===== src/rtl/led_fade_driver.sv =====
// Board-side LED fader: each SoC LED bit ramps a PWM level toward full or dark.
// Shared prescaler paces the steps; shared PWM counter sets the duty cycle.
module led_fade_driver #(
    parameter int CLOCK_FREQ   = 25000000,
    parameter int FADE_STEP_HZ = 1000,
    parameter int NUM_LEDS     = 8,
    parameter int PWM_BITS     = 8,
    parameter int MAX_LEVEL    = 255,
    parameter bit ACTIVE_LOW   = 1'b1
) (
    input  logic                clk,
    input  logic                rst,
    input  logic [NUM_LEDS-1:0] leds_in,
    input  logic                enable,
    output logic [NUM_LEDS-1:0] led_out,
    output logic                fade_busy
);

    localparam int DIV     = CLOCK_FREQ / FADE_STEP_HZ;
    localparam int PS_BITS = (DIV > 1) ? $clog2(DIV) : 1;

    localparam logic [PS_BITS-1:0]  PS_LAST = PS_BITS'(DIV - 1);
    localparam logic [PWM_BITS-1:0] LVL_MAX = PWM_BITS'(MAX_LEVEL);
    localparam logic [NUM_LEDS-1:0] DARK    = {NUM_LEDS{ACTIVE_LOW}};

    logic [PS_BITS-1:0]                r_prescale;
    logic [PWM_BITS-1:0]               r_pwm_cnt;
    logic [NUM_LEDS-1:0]               r_tgt_q;
    logic [NUM_LEDS-1:0][PWM_BITS-1:0] r_level;
    logic [NUM_LEDS-1:0]               r_led_out;
    logic                              r_busy;

    logic                              w_tick;
    logic [NUM_LEDS-1:0]               w_on;
    logic [NUM_LEDS-1:0]               w_pending;
    logic [NUM_LEDS-1:0][PWM_BITS-1:0] w_next_level;
    logic [NUM_LEDS-1:0]               w_led_next;
    logic                              w_busy_next;

    assign w_tick = (r_prescale == PS_LAST);

    always_comb begin
        w_on         = '0;
        w_pending    = '0;
        w_next_level = r_level;
        for (int i = 0; i < NUM_LEDS; i++) begin
            if (r_level[i] == LVL_MAX) begin
                w_on[i] = 1'b1;
            end else if (r_level[i] == '0) begin
                w_on[i] = 1'b0;
            end else begin
                w_on[i] = (r_level[i] > r_pwm_cnt);
            end

            w_pending[i] = r_tgt_q[i] ? (r_level[i] != LVL_MAX)
                                      : (r_level[i] != '0);

            // Bypass parks the level at the settled extreme for a clean re-enable
            if (!enable) begin
                w_next_level[i] = r_tgt_q[i] ? LVL_MAX : '0;
            end else if (w_tick) begin
                if (r_tgt_q[i] && (r_level[i] < LVL_MAX)) begin
                    w_next_level[i] = r_level[i] + PWM_BITS'(1);
                end else if (!r_tgt_q[i] && (r_level[i] != '0)) begin
                    w_next_level[i] = r_level[i] - PWM_BITS'(1);
                end
            end
        end
    end

    assign w_led_next  = (enable ? w_on : r_tgt_q) ^ DARK;
    assign w_busy_next = enable && (|w_pending);

    always_ff @(posedge clk or posedge rst) begin
        if (rst) begin
            r_prescale <= '0;
            r_pwm_cnt  <= '0;
            r_tgt_q    <= '0;
            r_level    <= '0;
            r_led_out  <= DARK;
            r_busy     <= 1'b0;
        end else begin
            r_prescale <= w_tick ? '0 : r_prescale + PS_BITS'(1);
            r_pwm_cnt  <= r_pwm_cnt + PWM_BITS'(1);
            r_tgt_q    <= leds_in;
            r_level    <= w_next_level;
            r_led_out  <= w_led_next;
            r_busy     <= w_busy_next;
        end
    end

    assign led_out   = r_led_out;
    assign fade_busy = r_busy;

endmodule


===== config.mk =====
export PLATFORM = sky130hd
export DESIGN_NAME = led_fade_driver
export DESIGN_NICKNAME = d
export VERILOG_FILES = /design/src/rtl/led_fade_driver.sv
export SDC_FILE = /design/constraint.sdc
export NUM_CORES = 1
export LEC_CHECK = 0
export ABC_AREA = 1
export BUFFER_PORTS_ARGS = -buffer_cell sky130_fd_sc_hd__clkbuf_2
export CAP_MARGIN = 40
export CORE_UTILIZATION = 35
export DETAILED_ROUTE_END_ITERATION = 8
export HOLD_SLACK_MARGIN = 0.1
export RECOVER_POWER = 50
export SYNTH_ARGS = -nofsm -noshare
export SYNTH_HDL_FRONTEND = slang
export SYNTH_SLANG_ARGS = --single-unit

===== constraint.sdc =====
create_clock -name clk -period 5.75 [get_ports clk]
set_input_delay 0.575 -clock clk [delete_from_list [all_inputs] [get_ports clk]]
set_output_delay 0.575 -clock clk [all_outputs]
set_load 0.05 [all_outputs]

# Word-level counts from Yosys, hierarchy flattened
# Cells that the tools add are included.
[word_totals] word_cells=190 out_inout_bits=9 ff_bits=104
[op_classes] bitwise_logic=1 mux=66 order_cmp=16 n_addsub=18 eq_ne=26 reduce_logical=50
[op_table] operator="$mux 8" count=41
[op_table] operator="$add 8x1->8 const B" count=9
[op_table] operator="$eq 8x8->1 const B" count=8
[op_table] operator="$gt 8x8->1" count=8
[op_table] operator="$logic_not 8->1" count=8
[op_table] operator="$lt 8x8->1 const B" count=8
[op_table] operator="$ne 8x8->1 const B" count=8
[op_table] operator="$reduce_bool 8->1" count=8
[op_table] operator="$sub 8x1->8 const B" count=8
[op_table] operator="$mux 1" count=24
[op_table] operator="$ne 3x1->1 const B" count=8
[op_table] operator="$logic_and 1x1->1" count=17
[op_table] operator="$reduce_and 2->1" count=8
[op_table] operator="$add 15x1->15 const B" count=1
[op_table] operator="$eq 15x15->1 const B" count=1
[op_table] operator="$mux 15" count=1
[op_table] operator="$logic_not 1->1" count=8
[op_table] operator="$not 8->8" count=1
[op_table] operator="$reduce_or 8->1" count=1
[op_table] operator="$ne 2x1->1 const B" count=1

# Logic depth before layout (Yosys ltp)
[logic_depth] ltp_word=6 ltp_mapped=15 ltp_nobuf=15

# Worst setup path after synthesis
# No wires, ideal clock.
[synth_timing] kind="flip-flop to flip-flop" start="reg r_level[33] in the netlist's numbering" end="reg r_level[38] in the netlist's numbering" t_arrival_ns=2.178 t_required_ns=5.623 setup_time_ns=0.127 period_less_slack_ns=2.305 setup_slack_ns=3.445 path_stages_with_launch=15 path_cell_list="dfrtp_1 -> nand4_1 -> or2_1 -> nand2_1 -> ha_1 -> nand2_1 -> nand2_1 -> a21oi_1 -> or2_2 -> nand2_1 -> nand2_1 -> nand2_1 -> or2_2 -> nand3_1 -> a21oi_1"
[synth_via] elab_chain_len=5 word_cells_on_any_way=12 classes_between="add/sub: 2; order compare: 1; eq/ne: 1; mux: 4; reduce/logical: 4"
[synth_lines] item="start: declaration" line="29" source="logic [NUM_LEDS-1:0][PWM_BITS-1:0] r_level;"
[synth_lines] item="start signal: assignment" line="86" source="r_level <= w_next_level;"
[synth_lines] item="$sub 8x1->8 / $lt 8x8->1 (equally long branches)" line="65, 62"
[synth_lines] item="$mux 8 / $logic_and 1x1->1 (equally long branches)" line="64, 62"
[synth_lines] item="$mux 8" line="62" source="if (r_tgt_q[i] && (r_level[i] < LVL_MAX)) begin"
[synth_lines] item="$mux 8" line="61" source="end else if (w_tick) begin"
[synth_lines] item="$mux 8" line="59" source="if (!enable) begin"
# Several ways; a longest one is shown, not always the timed one. The select of a mux whose other input is x is not followed.
# A chain may end at the register's enable or synchronous reset.

# Final worst setup path
[layout_timing] start="reg r_prescale[0]" end="reg r_level[45] in the netlist's numbering"
[layout_via] elab_chain_len=3
[layout_lines] item="start: declaration" line="26" source="logic [PS_BITS-1:0] r_prescale;"
[layout_lines] item="start signal: assignment" line="83" source="r_prescale <= w_tick ? '0 : r_prescale + PS_BITS'(1);"
[layout_lines] item="$eq 15x15->1" line="40" source="assign w_tick = (r_prescale == PS_LAST);"
[layout_lines] item="$ne 2x1->1 (no line)"
[layout_lines] item="$reduce_and 2->1 (no line)"
# No other way between the ends.

==> impl_results.md <==
- Static leakage: 4.57 nW
- Number of rows in the core area: 56
- CP Data Arrival Time: 3.32 ns
- Quantity of hold-fixing buffers added after cts: 0
- YS warnings: 0
- Setup CP Type: flop to flop
- Post-synth EDFFs: 0
- Gate Count Post-Synth: 1103
- Share of the yosys chip area belonging to registers: 0.310
- Worst max-slew margin expressed relative to the limit: -0.721
- WL per Instance: 13.9 µm
- Required time worst endpoint: 5.96 ns
- Number of antenna diodes: 0
- Die area: 24700 µm²
- Clock transition at the registers of the reported paths: 0.07 ns
- Area occupied by multi-input gates: 5160 µm²
- Area growth, synth to finish: 9.53%
- Final period utilization: 0.541
- Core region area: 23500 µm²
- Count of unresolved DRC violations after routing: 0
- Total congestion overflow after global routing: 0
- FF+latch count, synth: 104
- Nature of the critical path startpoint: flop
- Number of clock buffers inserted by TritonCTS: 9
- Iteration count of the initial detailed-routing pass: 4
- Top fanout value on the critical path: 14
- Number of vias in the routed layout: 7381
- Peak supply drop: 0.000120 V
- Number of routed nets with antenna violations: 0
- Die X-Extent: 157 µm
- Total Routing Usage GR: 0.174
- Sink Count: 104
- Pwr dens: 275 nW/µm²
- Number of antenna violations at the first check in global routing: 0
- Number of instances resized during post-cts repair: 0
- Average instance area after synthesis: 7.63 µm²
- Violated checks: max-capacitance violations, max-slew violations
- Htree depth: 3
- Iteration-0 DRC count of the detailed router: 369
- Fillcell total: 2487
- Worst reg2reg setup slack: 2.64 ns
- Final setup TNS: 0 ns
- Setup violation total in the final timing report: 0
- Post-synthesis instance area: 8420 µm²
- Wire length of the first global-routing pass: 34500 µm
- Mapped Nets: 1241
- RePlAce Congestion: 0.829
- Initial core utilization: 0.358
- Maximum root-to-sink buffer count: 2
- Boundary Pins: 20
- Achievable Freq: 0.322 GHz
- Setup repair after global routing missed its margin: no
- Layout cell share with drive strength beyond 1: 0.0735
- Max-cap violations: 1
- Final Hold Viols: 0
- Number of buffers inserted by port buffering: 19
- Number of slew-limit violations in the final report: 56
- Prevailing post-synth register cell: sky130_fd_sc_hd__dfrtp_1
- Routed vias/inst: 5.09
- Number of global-route vias before repair: 7096
- Worst hold-check slack: 0.317 ns
- TritonCTS clock tree: done
- CTS Root Cell: sky130_fd_sc_hd__clkbuf_16
- Post-CTS setup buffer count: 0
- Reg area: 2610 µm²
- Post-layout min period: 3.11 ns
- Final routed wirelength across all metal layers: 20200 µm
- Transition at the pin with the smallest max-transition slack: 2.57 ns
- Share of synthesized flip-flops with an asynchronous set or reset: 1.00
- Maximum number of pins on one net before global-route repair: 56
- Die Y: 157 µm
- Count of different cell masters after synthesis: 45
- Clock insertion delay at the later pin of the skew report: 0.36 ns
- Maximum clock skew at final layout: 0.0105 ns
- Crit. End Element: flop
- Outcome: complete, but fails checks
- Hold Path Class: input port to flop
- Final HPWL from detailed placement: 14600 µm
- Nets@finish: 1263
final timing paths:
kind                                    startpoint                      end  cells after the start
max                        r_prescale[0]$_DFF_PP0_  r_level[45]$_DFFE_PP0P_                     11
min                                     leds_in[7]     r_tgt_q[7]$_DFF_PP0_                      1
max reg2reg                r_prescale[0]$_DFF_PP0_  r_level[45]$_DFFE_PP0P_                     11
min reg2reg                r_prescale[0]$_DFF_PP0_  r_prescale[0]$_DFF_PP0_                      1
max in group asynchronous                      rst  r_level[52]$_DFFE_PP0P_                      3
min in group asynchronous                      rst  r_level[29]$_DFFE_PP0P_                      2
through the flow:
stage	cell area, µm²	setup WS, ns	utilization	power (mW)	cells
2_1_floorplan	8420	2.46	-	1.58	1103
6_report	9220	2.64	0.392	2.53	1449
4_1_cts	9250	3.15	0.393	2.56	1449
3_3_place_gp	8880	3.25	0.377	1.76	1433
3_5_place_dp	8880	3.16	0.377	1.77	1433
5_1_grt	9220	2.33	0.392	2.74	1449
power breakdown:
part	internal [mW]	switching [mW]	leakage [nW]
combinational	0.322	0.489	3.18
clock	0.483	0.292	0.180
sequential	0.819	0.127	1.22
flip-flops by register name, indices dropped and copies added (netlist names):
register / count
fade_busy: 1
r_tgt_q: 8
r_pwm_cnt: 8
led_out: 8
r_level: 64
r_prescale: 15
placed cells by master (no fill, tap or decap), drive strengths merged, types with 8 or more instances in the layout:
cell / Yosys / routed
o21ai: 57 / 57
or2: 10 / 10
xor2: 15 / 15
nand2: 202 / 202
dfstp: 8 / 8
nor3: 21 / 21
a31oi: 17 / 17
nor4: 8 / 8
a21oi: 106 / 106
ha: 120 / 120
nand3: 65 / 65
nor2: 134 / 134
o211ai: 11 / 11
nand4: 19 / 19
dfrtp: 96 / 96
a22oi: 21 / 21
inv: 147 / 146
clkbuf: 8 / 31
worst max-delay path, stage by stage (launching register included):
cell and delay (ns):
sky130_fd_sc_hd__dfrtp_1 0.37, sky130_fd_sc_hd__ha_1 0.17, sky130_fd_sc_hd__nand2_1 0.05, sky130_fd_sc_hd__inv_1 0.11, sky130_fd_sc_hd__nand4_1 0.17, sky130_fd_sc_hd__nor3_4 0.14, sky130_fd_sc_hd__clkbuf_1 0.99, sky130_fd_sc_hd__o21ai_1 0.22
sky130_fd_sc_hd__nand2_1 0.21, sky130_fd_sc_hd__inv_2 0.11, sky130_fd_sc_hd__nor2_2 0.27, sky130_fd_sc_hd__a22oi_1 0.13
cells by family after synthesis:
| logic type | Yosys count | share of synthesized area |
|---|---|---|
| XOR/XNOR | 16 | 0.0166 |
| buffers and inverters | 160 | 0.0743 |
| AND/OR/NAND/NOR | 465 | 0.244 |
| AO/OA/AOI/OAI | 231 | 0.159 |
| flip-flops | 104 | 0.310 |
| adder cells (fa/ha/maj) | 127 | 0.195 |
cell type report:
cell class	count	area share
Multi-Input combinational cell	839	0.560
Sequential cell	104	0.283
Inverter	148	0.0605
Tap cell	319	0.0433
Clock buffer	11	0.0263
Clock inverter	5	0.0140
Timing Repair Buffer	23	0.0129
metal layers:
| layer | vias up | GRT usage | part of all wire | routed length (µm) |
|---|---|---|---|---|
| met1 | 3467 | 0.227 | 0.48 | 9780 |
| met4 | 0 | 0.0444 | 0.013 | 257 |
| li1 | 3796 | - | - | - |
| met5 | - | 0 | 0 | 0 |
| met2 | 97 | 0.302 | 0.47 | 9570 |
| met3 | 21 | 0.0240 | 0.028 | 571 |
cell usage after synthesis (2+ instances only):
master,count,share of area
sky130_fd_sc_hd__a221oi_1,2,0.0021
sky130_fd_sc_hd__nand2_2,3,0.0022
sky130_fd_sc_hd__a21oi_2,2,0.0021
sky130_fd_sc_hd__nand2_1,196,0.087
sky130_fd_sc_hd__inv_2,9,0.0040
sky130_fd_sc_hd__dfrtp_1,96,0.29
sky130_fd_sc_hd__nand3_1,65,0.039
sky130_fd_sc_hd__o21ai_1,4,0.0024
sky130_fd_sc_hd__nor2_2,7,0.0052
sky130_fd_sc_hd__a21oi_1,102,0.061
sky130_fd_sc_hd__o211ai_1,11,0.0098
sky130_fd_sc_hd__or2_1,2,0.0015
sky130_fd_sc_hd__nor4_1,8,0.0059
sky130_fd_sc_hd__inv_1,138,0.062
sky130_fd_sc_hd__nor2_1,127,0.057
sky130_fd_sc_hd__ha_1,120,0.18
sky130_fd_sc_hd__a31o_2,2,0.0021
sky130_fd_sc_hd__a21oi_4,2,0.0039
sky130_fd_sc_hd__buf_6,3,0.0040
sky130_fd_sc_hd__nand3b_1,4,0.0036
sky130_fd_sc_hd__or2_2,8,0.0059
sky130_fd_sc_hd__nor3_1,19,0.011
sky130_fd_sc_hd__clkbuf_1,8,0.0036
sky130_fd_sc_hd__o21a_1,6,0.0054
sky130_fd_sc_hd__nand4_1,16,0.012
sky130_fd_sc_hd__xor2_1,15,0.016
sky130_fd_sc_hd__o21bai_1,6,0.0054
sky130_fd_sc_hd__a22oi_1,21,0.019
sky130_fd_sc_hd__o21ai_0,53,0.032
sky130_fd_sc_hd__nand4_2,2,0.0030
sky130_fd_sc_hd__fa_1,7,0.017
sky130_fd_sc_hd__a31oi_1,17,0.013
sky130_fd_sc_hd__dfstp_2,8,0.025
sky130_fd_sc_hd__nand2_4,3,0.0040
No activity file was read; power rests on OpenSTA's default activity.
